$ cat src/rtl/marc_pkg.sv
// Shared encodings for the MARC control unit: FSM states, opcode fields,
// ALU operation codes and the control-word layout.
package marc_pkg;

    typedef enum logic [2:0] {
        StFetch   = 3'd0,
        StWaitIf  = 3'd1,
        StDecode  = 3'd2,
        StExec    = 3'd3,
        StMem     = 3'd4,
        StWaitMem = 3'd5,
        StHalt    = 3'd6
    } state_e;

    // Major opcodes, instruction[15:14]
    localparam logic [1:0] OP_BRANCH = 2'b00;
    localparam logic [1:0] OP_SETLOW = 2'b01;
    localparam logic [1:0] OP_ARITH  = 2'b10;
    localparam logic [1:0] OP_MEMORY = 2'b11;

    // Arithmetic function codes map straight onto ALU codes 0..3
    localparam logic [1:0] FN_ADD = 2'd0;
    localparam logic [1:0] FN_SUB = 2'd1;
    localparam logic [1:0] FN_AND = 2'd2;
    localparam logic [1:0] FN_OR  = 2'd3;

    // Branch conditions, instruction[13:10]
    localparam logic [3:0] COND_Z      = 4'b0001;
    localparam logic [3:0] COND_N      = 4'b0010;
    localparam logic [3:0] COND_C      = 4'b0011;
    localparam logic [3:0] COND_V      = 4'b0100;
    localparam logic [3:0] COND_ALWAYS = 4'b1000;
    localparam logic [3:0] COND_NZ     = 4'b1001;
    localparam logic [3:0] COND_HALT   = 4'b1111;

    // ALU operation codes
    localparam logic [3:0] ALU_ADD   = 4'd0;
    localparam logic [3:0] ALU_SUB   = 4'd1;
    localparam logic [3:0] ALU_AND   = 4'd2;
    localparam logic [3:0] ALU_OR    = 4'd3;
    localparam logic [3:0] ALU_PASSA = 4'd4;
    localparam logic [3:0] ALU_INC   = 4'd5;
    localparam logic [3:0] ALU_IMM   = 4'd6;
    localparam logic [3:0] ALU_ADDD  = 4'd7;

    // Control-word field positions (LSB of each field)
    localparam int unsigned ASEL_LSB  = 16;
    localparam int unsigned BSEL_LSB  = 12;
    localparam int unsigned CSEL_LSB  = 8;
    localparam int unsigned ALUOP_LSB = 4;
    localparam int unsigned REGWR_BIT = 3;
    localparam int unsigned MEMRD_BIT = 2;
    localparam int unsigned MEMWR_BIT = 1;
    localparam int unsigned IRLD_BIT  = 0;

    // Packed so that the field order reproduces the bit positions above
    typedef struct packed {
        logic [3:0] asel;
        logic [3:0] bsel;
        logic [3:0] csel;
        logic [3:0] aluop;
        logic       regwr;
        logic       memrd;
        logic       memwr;
        logic       irld;
    } ctrl_t;

    localparam ctrl_t NOP = '0;

    localparam int unsigned PC_REG = 15;

endpackage

$ cat src/rtl/branch_eval.sv
// Branch condition evaluator: decides whether a conditional branch is taken.
module branch_eval
    import marc_pkg::*;
(
    input  logic [3:0] cond,
    input  logic       n,
    input  logic       z,
    input  logic       v,
    input  logic       c,
    output logic       taken
);

    // Unlisted condition codes are never taken; the halt code is handled upstream
    always_comb begin
        taken = 1'b0;
        case (cond)
            COND_ALWAYS: taken = 1'b1;
            COND_Z:      taken = z;
            COND_NZ:     taken = ~z;
            COND_N:      taken = n;
            COND_C:      taken = c;
            COND_V:      taken = v;
            default:     taken = 1'b0;
        endcase
    end

endmodule

$ cat src/rtl/control_unit.sv
// Multi-cycle control unit: sequences fetch/decode/execute/memory phases and
// produces the datapath control word combinationally from state and instruction.
module control_unit
    import marc_pkg::*;
#(
    parameter int unsigned PC_REG = marc_pkg::PC_REG,
    parameter int unsigned IW     = 16
) (
    input  logic          clk,
    input  logic          reset,
    input  logic [IW-1:0] instruction,
    input  logic [4:0]    status,
    output logic [19:0]   ctrlword,
    output logic [2:0]    state,
    output logic          halted
);

    localparam logic [3:0] PC_SEL = 4'(PC_REG);

    state_e state_q, state_d;
    ctrl_t  cw;
    logic   taken;

    logic [1:0] op;
    logic [3:0] rd;
    logic [3:0] rs1;
    logic [3:0] rs2;
    logic [1:0] fn;
    logic       mem_ready;

    assign op        = instruction[15:14];
    assign rd        = instruction[13:10];
    assign rs1       = instruction[9:6];
    assign rs2       = instruction[5:2];
    assign fn        = instruction[1:0];
    assign mem_ready = status[0];

    branch_eval u_branch_eval (
        .cond  (rd),
        .n     (status[4]),
        .z     (status[3]),
        .v     (status[2]),
        .c     (status[1]),
        .taken (taken)
    );

    // State register; reset aborts any pending fetch or memory wait
    always_ff @(posedge clk) begin
        if (reset) begin
            state_q <= StFetch;
        end else begin
            state_q <= state_d;
        end
    end

    // Next-state and control-word decode
    always_comb begin
        state_d = state_q;
        cw      = NOP;
        case (state_q)
            StFetch: begin
                cw.asel  = PC_SEL;
                cw.aluop = ALU_PASSA;
                cw.memrd = 1'b1;
                state_d  = StWaitIf;
            end
            StWaitIf: begin
                cw.asel  = PC_SEL;
                cw.aluop = ALU_PASSA;
                cw.memrd = 1'b1;
                if (mem_ready) begin
                    cw.irld = 1'b1;
                    state_d = StDecode;
                end
            end
            StDecode: begin
                cw.asel  = PC_SEL;
                cw.csel  = PC_SEL;
                cw.aluop = ALU_INC;
                cw.regwr = 1'b1;
                state_d  = StExec;
            end
            StExec: begin
                state_d = StFetch;
                case (op)
                    OP_ARITH: begin
                        cw.asel  = rs1;
                        cw.bsel  = rs2;
                        cw.csel  = rd;
                        cw.aluop = {2'b00, fn};
                        cw.regwr = 1'b1;
                    end
                    OP_SETLOW: begin
                        cw.csel  = rd;
                        cw.aluop = ALU_IMM;
                        cw.regwr = 1'b1;
                    end
                    OP_MEMORY: begin
                        cw.asel  = rs1;
                        cw.bsel  = rs2;
                        cw.aluop = ALU_ADD;
                        state_d  = StMem;
                    end
                    default: begin
                        if (rd == COND_HALT) begin
                            state_d = StHalt;
                        end else if (taken) begin
                            cw.asel  = PC_SEL;
                            cw.csel  = PC_SEL;
                            cw.aluop = ALU_ADDD;
                            cw.regwr = 1'b1;
                        end
                    end
                endcase
            end
            StMem: begin
                cw.asel  = rs1;
                cw.bsel  = rs2;
                cw.aluop = ALU_ADD;
                cw.memrd = ~fn[0];
                cw.memwr = fn[0];
                state_d  = StWaitMem;
            end
            StWaitMem: begin
                cw.asel  = rs1;
                cw.bsel  = rs2;
                cw.aluop = ALU_ADD;
                cw.memrd = ~fn[0];
                cw.memwr = fn[0];
                // Loads present the destination early; the write fires only on ready
                if (!fn[0]) begin
                    cw.csel = rd;
                end
                if (mem_ready) begin
                    cw.regwr = ~fn[0];
                    state_d  = StFetch;
                end
            end
            StHalt: begin
                state_d = StHalt;
            end
            default: begin
                state_d = StFetch;
            end
        endcase
    end

    // Outputs are forced quiet while reset is held
    always_comb begin
        ctrlword = reset ? NOP : cw;
        halted   = (state_q == StHalt) && !reset;
        state    = state_q;
    end

endmodule

$ cat config.mk
export PLATFORM = sky130hd
export DESIGN_NAME = control_unit
export DESIGN_NICKNAME = d
export VERILOG_FILES = /design/src/rtl/marc_pkg.sv /design/src/rtl/branch_eval.sv /design/src/rtl/control_unit.sv
export SDC_FILE = /design/constraint.sdc
export NUM_CORES = 1
export LEC_CHECK = 0
export ABC_AREA = 1
export BUFFER_PORTS_ARGS = -buffer_cell sky130_fd_sc_hd__buf_2
export CORE_MARGIN = 2
export CORE_UTILIZATION = 38
export CTS_CLUSTER_DIAMETER = 200
export DETAILED_ROUTE_END_ITERATION = 8
export GPL_ROUTABILITY_DRIVEN = 0
export PLACE_DENSITY = 0.82
export SLEW_MARGIN = 20
export SYNTH_ARGS = -nofsm -noshare
export SYNTH_HDL_FRONTEND = slang
export SYNTH_SLANG_ARGS = --single-unit
$ cat constraint.sdc
create_clock -name clk -period 1.08 [get_ports clk]
set_input_delay 0.054 -clock clk [delete_from_list [all_inputs] [get_ports clk]]
set_output_delay 0.054 -clock clk [all_outputs]
set_load 0.1 [all_outputs]
==> qor.yml, run 1 <==
initial_core_util_pct: 39.6
yosys.area.top_type_share_pct: 10.9
error: "[ERROR DPL-0038] Utilization greater than 100%, impossible to legalize"
syn_nets: 163
clock-root-buffer: "clkbuf_4"
rows: 16
synth_edf_count: 0
dp_hpwl_mm: 3.14
yosysSeqAreaShare_pct: 7.89
ctsHoldBuffers: 0
grt_max_degree: 13
synth_commonest_cells: "22 x nand2_1, 21 x inv_1, 17 x nor2_1"
cts_buffers: 3
die_h_um: 48.7
ys_async_sr_fraction_pct: 0
htreeDepth: 1
numPortBuffers: 45
worst_endpoint: "ctrlword[12]"
synth-main-ff-cell: "dfxtp_1"
die-width_um: 48.7
io_pins: 47
synth-simple-area-share_pct: 47.2
synthCells: 136
cts.sinks: 3
yosys_warnings: 0
dp.cells: 230
lastStage: "5_1_grt"
synth_top_cell_by_area: "nand2_1"
synth_compound_area_share_pct: 21.4
endpoint_type: "primary output"
yosys-top-cells-area: "nand2_1 11%, inv_1 10%, a21oi_1 9.2%, o21ai_0 9.2%, nor2_1 8.4%"
clockBufferDepth: 2
ys_ff_latch: 3
synth_fa_ha_area_share_pct: 6.58
syn_area_per_cell_um2: 5.59
synthMuxAreaShare_pct: 0
synth-xor-area-share_pct: 0
status: "did not finish"
synth_area_um2: 761
synth_most_common_cell: "nand2_1"
synth.distinct_cells: 27
synth_top_family_by_area: "simple AND/OR/NAND/NOR gates"
logic make-up after synthesis:
group | after synthesis
compound gates | 31
fa+ha+maj | 4
buf+inv | 28
flops | 3
other cells | 1
simple gates | 69
stage by stage:
stage	worst slack (ns)	hold slack, ns	instance area [um2]
after floorplan	-1.02	0.190	995
after CTS	-0.557	0.176	1870
after global placement	-0.234	0.366	1760
after detailed placement	-0.364	0.388	1760
what timing repair did:
item	in CTS
endpoints found under the hold margin	0
endpoints found under the setup margin	23
pin swaps	5
buffers inserted	2
resized for setup	18
==> run 2, diff against run 1 <==
--- a/config.mk
+++ b/config.mk
@@ -7,12 +7,11 @@
 export LEC_CHECK = 0
 export ABC_AREA = 1
 export BUFFER_PORTS_ARGS = -buffer_cell sky130_fd_sc_hd__buf_2
-export CORE_MARGIN = 2
-export CORE_UTILIZATION = 38
-export CTS_CLUSTER_DIAMETER = 200
+export CORE_AREA = 2 2 63 65
 export DETAILED_ROUTE_END_ITERATION = 8
+export DIE_AREA = 0 0 65 67
 export GPL_ROUTABILITY_DRIVEN = 0
-export PLACE_DENSITY = 0.82
+export PLACE_DENSITY_LB_ADDON = 0.15
 export SLEW_MARGIN = 20
 export SYNTH_ARGS = -nofsm -noshare
 export SYNTH_HDL_FRONTEND = slang
==> constraint.sdc (replaced) <==
create_clock -name clk -period 1.4 [get_ports clk]
set_input_delay 0.07 -clock clk [delete_from_list [all_inputs] [get_ports clk]]
set_output_delay 0.07 -clock clk [all_outputs]
set_load 0.1 [all_outputs]
==> run 2 against run 1 <==
Net effect: the flow now finishes, with violations (negative setup slack); synthesized cell count did not move; synthesized area did not move.
==> qor.yml, run 2 <==
status: "finished with violations"
violations: "negative setup slack"
drc: 0
clock-root-buffer: "clkbuf_8"
cts_tree: "built"
synth_top_cell_by_area: "nand2_1"
leakage_nw: 0.787
drt_iter0_markers: 38
crit_type: "reg -> out"
ys_async_sr_fraction_pct: 0
dp.cells: 234
endpoint_kind: "primary output"
critical_path.endpoint: "ctrlword[14]"
r2r-end: "state[2]"
drt-pass1-iter-count: 4
crit_required_ns: 1.33
synthCells: 136
cts.clk_slew.worst_paths_ns: 0.03
placed_cell_area_um2: 1570
cts.sinks: 3
grt.overflow.total: 0
power_density_nw_per_um2: 573
synth_edf_count: 0
rows: 22
grt_pass1_wl_mm: 4.56
ant_nets: 0
largest_reg_flops: 3
clockBufferDepth: 2
reg2reg_from: "state[1]"
dp_hpwl_mm: 2.18
synth-main-ff-cell: "dfxtp_1"
syn_to_final_growth_pct: 130
die-width_um: 65
final_common_cell: "buf_2"
grt_max_degree: 13
clock-skew-final_ns: 0.000715
fin_tns_setup_ns: -1.90
max-vdd-ir-drop_mv: 0.181
drv_slew: 0
drive_gt1_share_pct: 59.7
fin_crit_ns: 1.55
numPortBuffers: 45
syn_area_per_cell_um2: 5.59
cp-start-kind: "flop"
synth_most_common_cell: "nand2_1"
fin_nets: 224
fin_crit_sh_pct: 111
core_area_um2: 3610
synth_commonest_cells: "22 x nand2_1, 21 x inv_1, 17 x nor2_1"
grt_pass1_vias: 1051
yosys-top-cells-area: "nand2_1 11%, inv_1 10%, a21oi_1 9.2%, o21ai_0 9.2%, nor2_1 8.4%"
finalHoldViolations: 0
yosysSeqAreaShare_pct: 7.89
worst_slack_ns: -0.154
holdWs_ns: 0.167
cts_buffers: 3
die_h_um: 67
antenna_found_initial: 0
yosys.area.top_type_share_pct: 10.9
finalNonFillerCells: 244
synth.distinct_cells: 27
ys_ff_latch: 3
cp-startpoint: "state[1]"
cp_max_fo: 5
grt_usage_pct: 13.1
vias_per_cell: 4.56
r2r_slack_ns: 0.25
syn_nets: 163
htreeDepth: 1
wl_per_cell_um: 11.3
initial_core_util_pct: 21.1
synth_area_um2: 761
worst_ep_arrival_time_ns: 1.48
num_vias: 1112
hp-class: "in -> reg"
r2r_cells: 5
max_freq_mhz: 644
io_pins: 47
rsz0062_at_grt: "yes"
die_area_um2: 4360
clk_latency_ns: 0.21
ctsHoldBuffers: 0
layout_common_cells: "25 x buf_2, 20 x nand2_1, 19 x buf_12"
antennaDiodeCount: 0
fin_area_um2: 1750
yosys_warnings: 0
wl_mm: 2.76
finalSetupViolCount: 15
drv_cap: 0
run 2: worst min-delay path by stage:
stage | from | end | slack (ns) | cells past startpoint
finish | status[0] | state[1] | 0.17 | 3
global route | status[0] | state[1] | 0.22 | 3
CTS | status[0] | state[1] | 0.17 | 3
detailed placement | status[0] | state[1] | 0.39 | 3
global placement | status[0] | state[1] | 0.38 | 3
floorplan | reset | state[0] | 0.21 | 3
run 2: metal layers:
layer	global-route usage (%)	up-vias	routed length [um]
li1	-	559	-
met4	3.19	0	9
met3	2.36	2	172
met5	0	-	0
met1	17.1	521	1190
met2	22.2	30	1380
run 2: layout make-up:
type                    count  area, um2
fillers                   362       1850
multi-input cells         105        846
repair buffers             62        648
inverters                  22       82.6
flip-flops and latches      3       71.3
well taps                  48       60.1
clock buffers               4       45.0
run 2: critical path, stage by stage, from the launching register on:
cell	delay, ns
dfxtp_4	0.38
nand2_4	0.08
nor2_8	0.12
o21ai_4	0.09
and2_4	0.18
nor3b_4	0.21
buf_12	0.20
run 2: per-stage QoR:
step	setup slack, ns	power, mW	util (%)
floorplan	-0.719	0.527	-
detailed placement	0.00104	0.714	43.4
finish	-0.154	1.01	48.6
global route	-0.229	1.06	48.6
CTS	-0.172	0.992	46.7
global placement	0.0180	0.710	43.4
run 2: logic make-up after synthesis:
group	share of synthesized area, %
AND/OR/NAND/NOR	47.2
flip-flops	7.90
AO/OA/AOI/OAI	21.4
buffers and inverters	16.4
adder cells (fa/ha/maj)	6.58
other	0.493
run 2: power breakdown:
part	total, mW	switching, mW	internal (mW)	leakage (nW)
sequential	0.103	0.0126	0.0901	0.0266
combinational	0.657	0.436	0.221	0.737
clock	0.245	0.0515	0.194	0.0228
total	1.01	0.500	0.505	0.787
run 2: what timing repair did:
item	4_1_cts	5_1_grt
setup endpoints to repair	15	18
resized for setup	10	19
pin swaps	12	7
setup buffers	5	1
No activity file was read; power rests on OpenSTA's default activity.
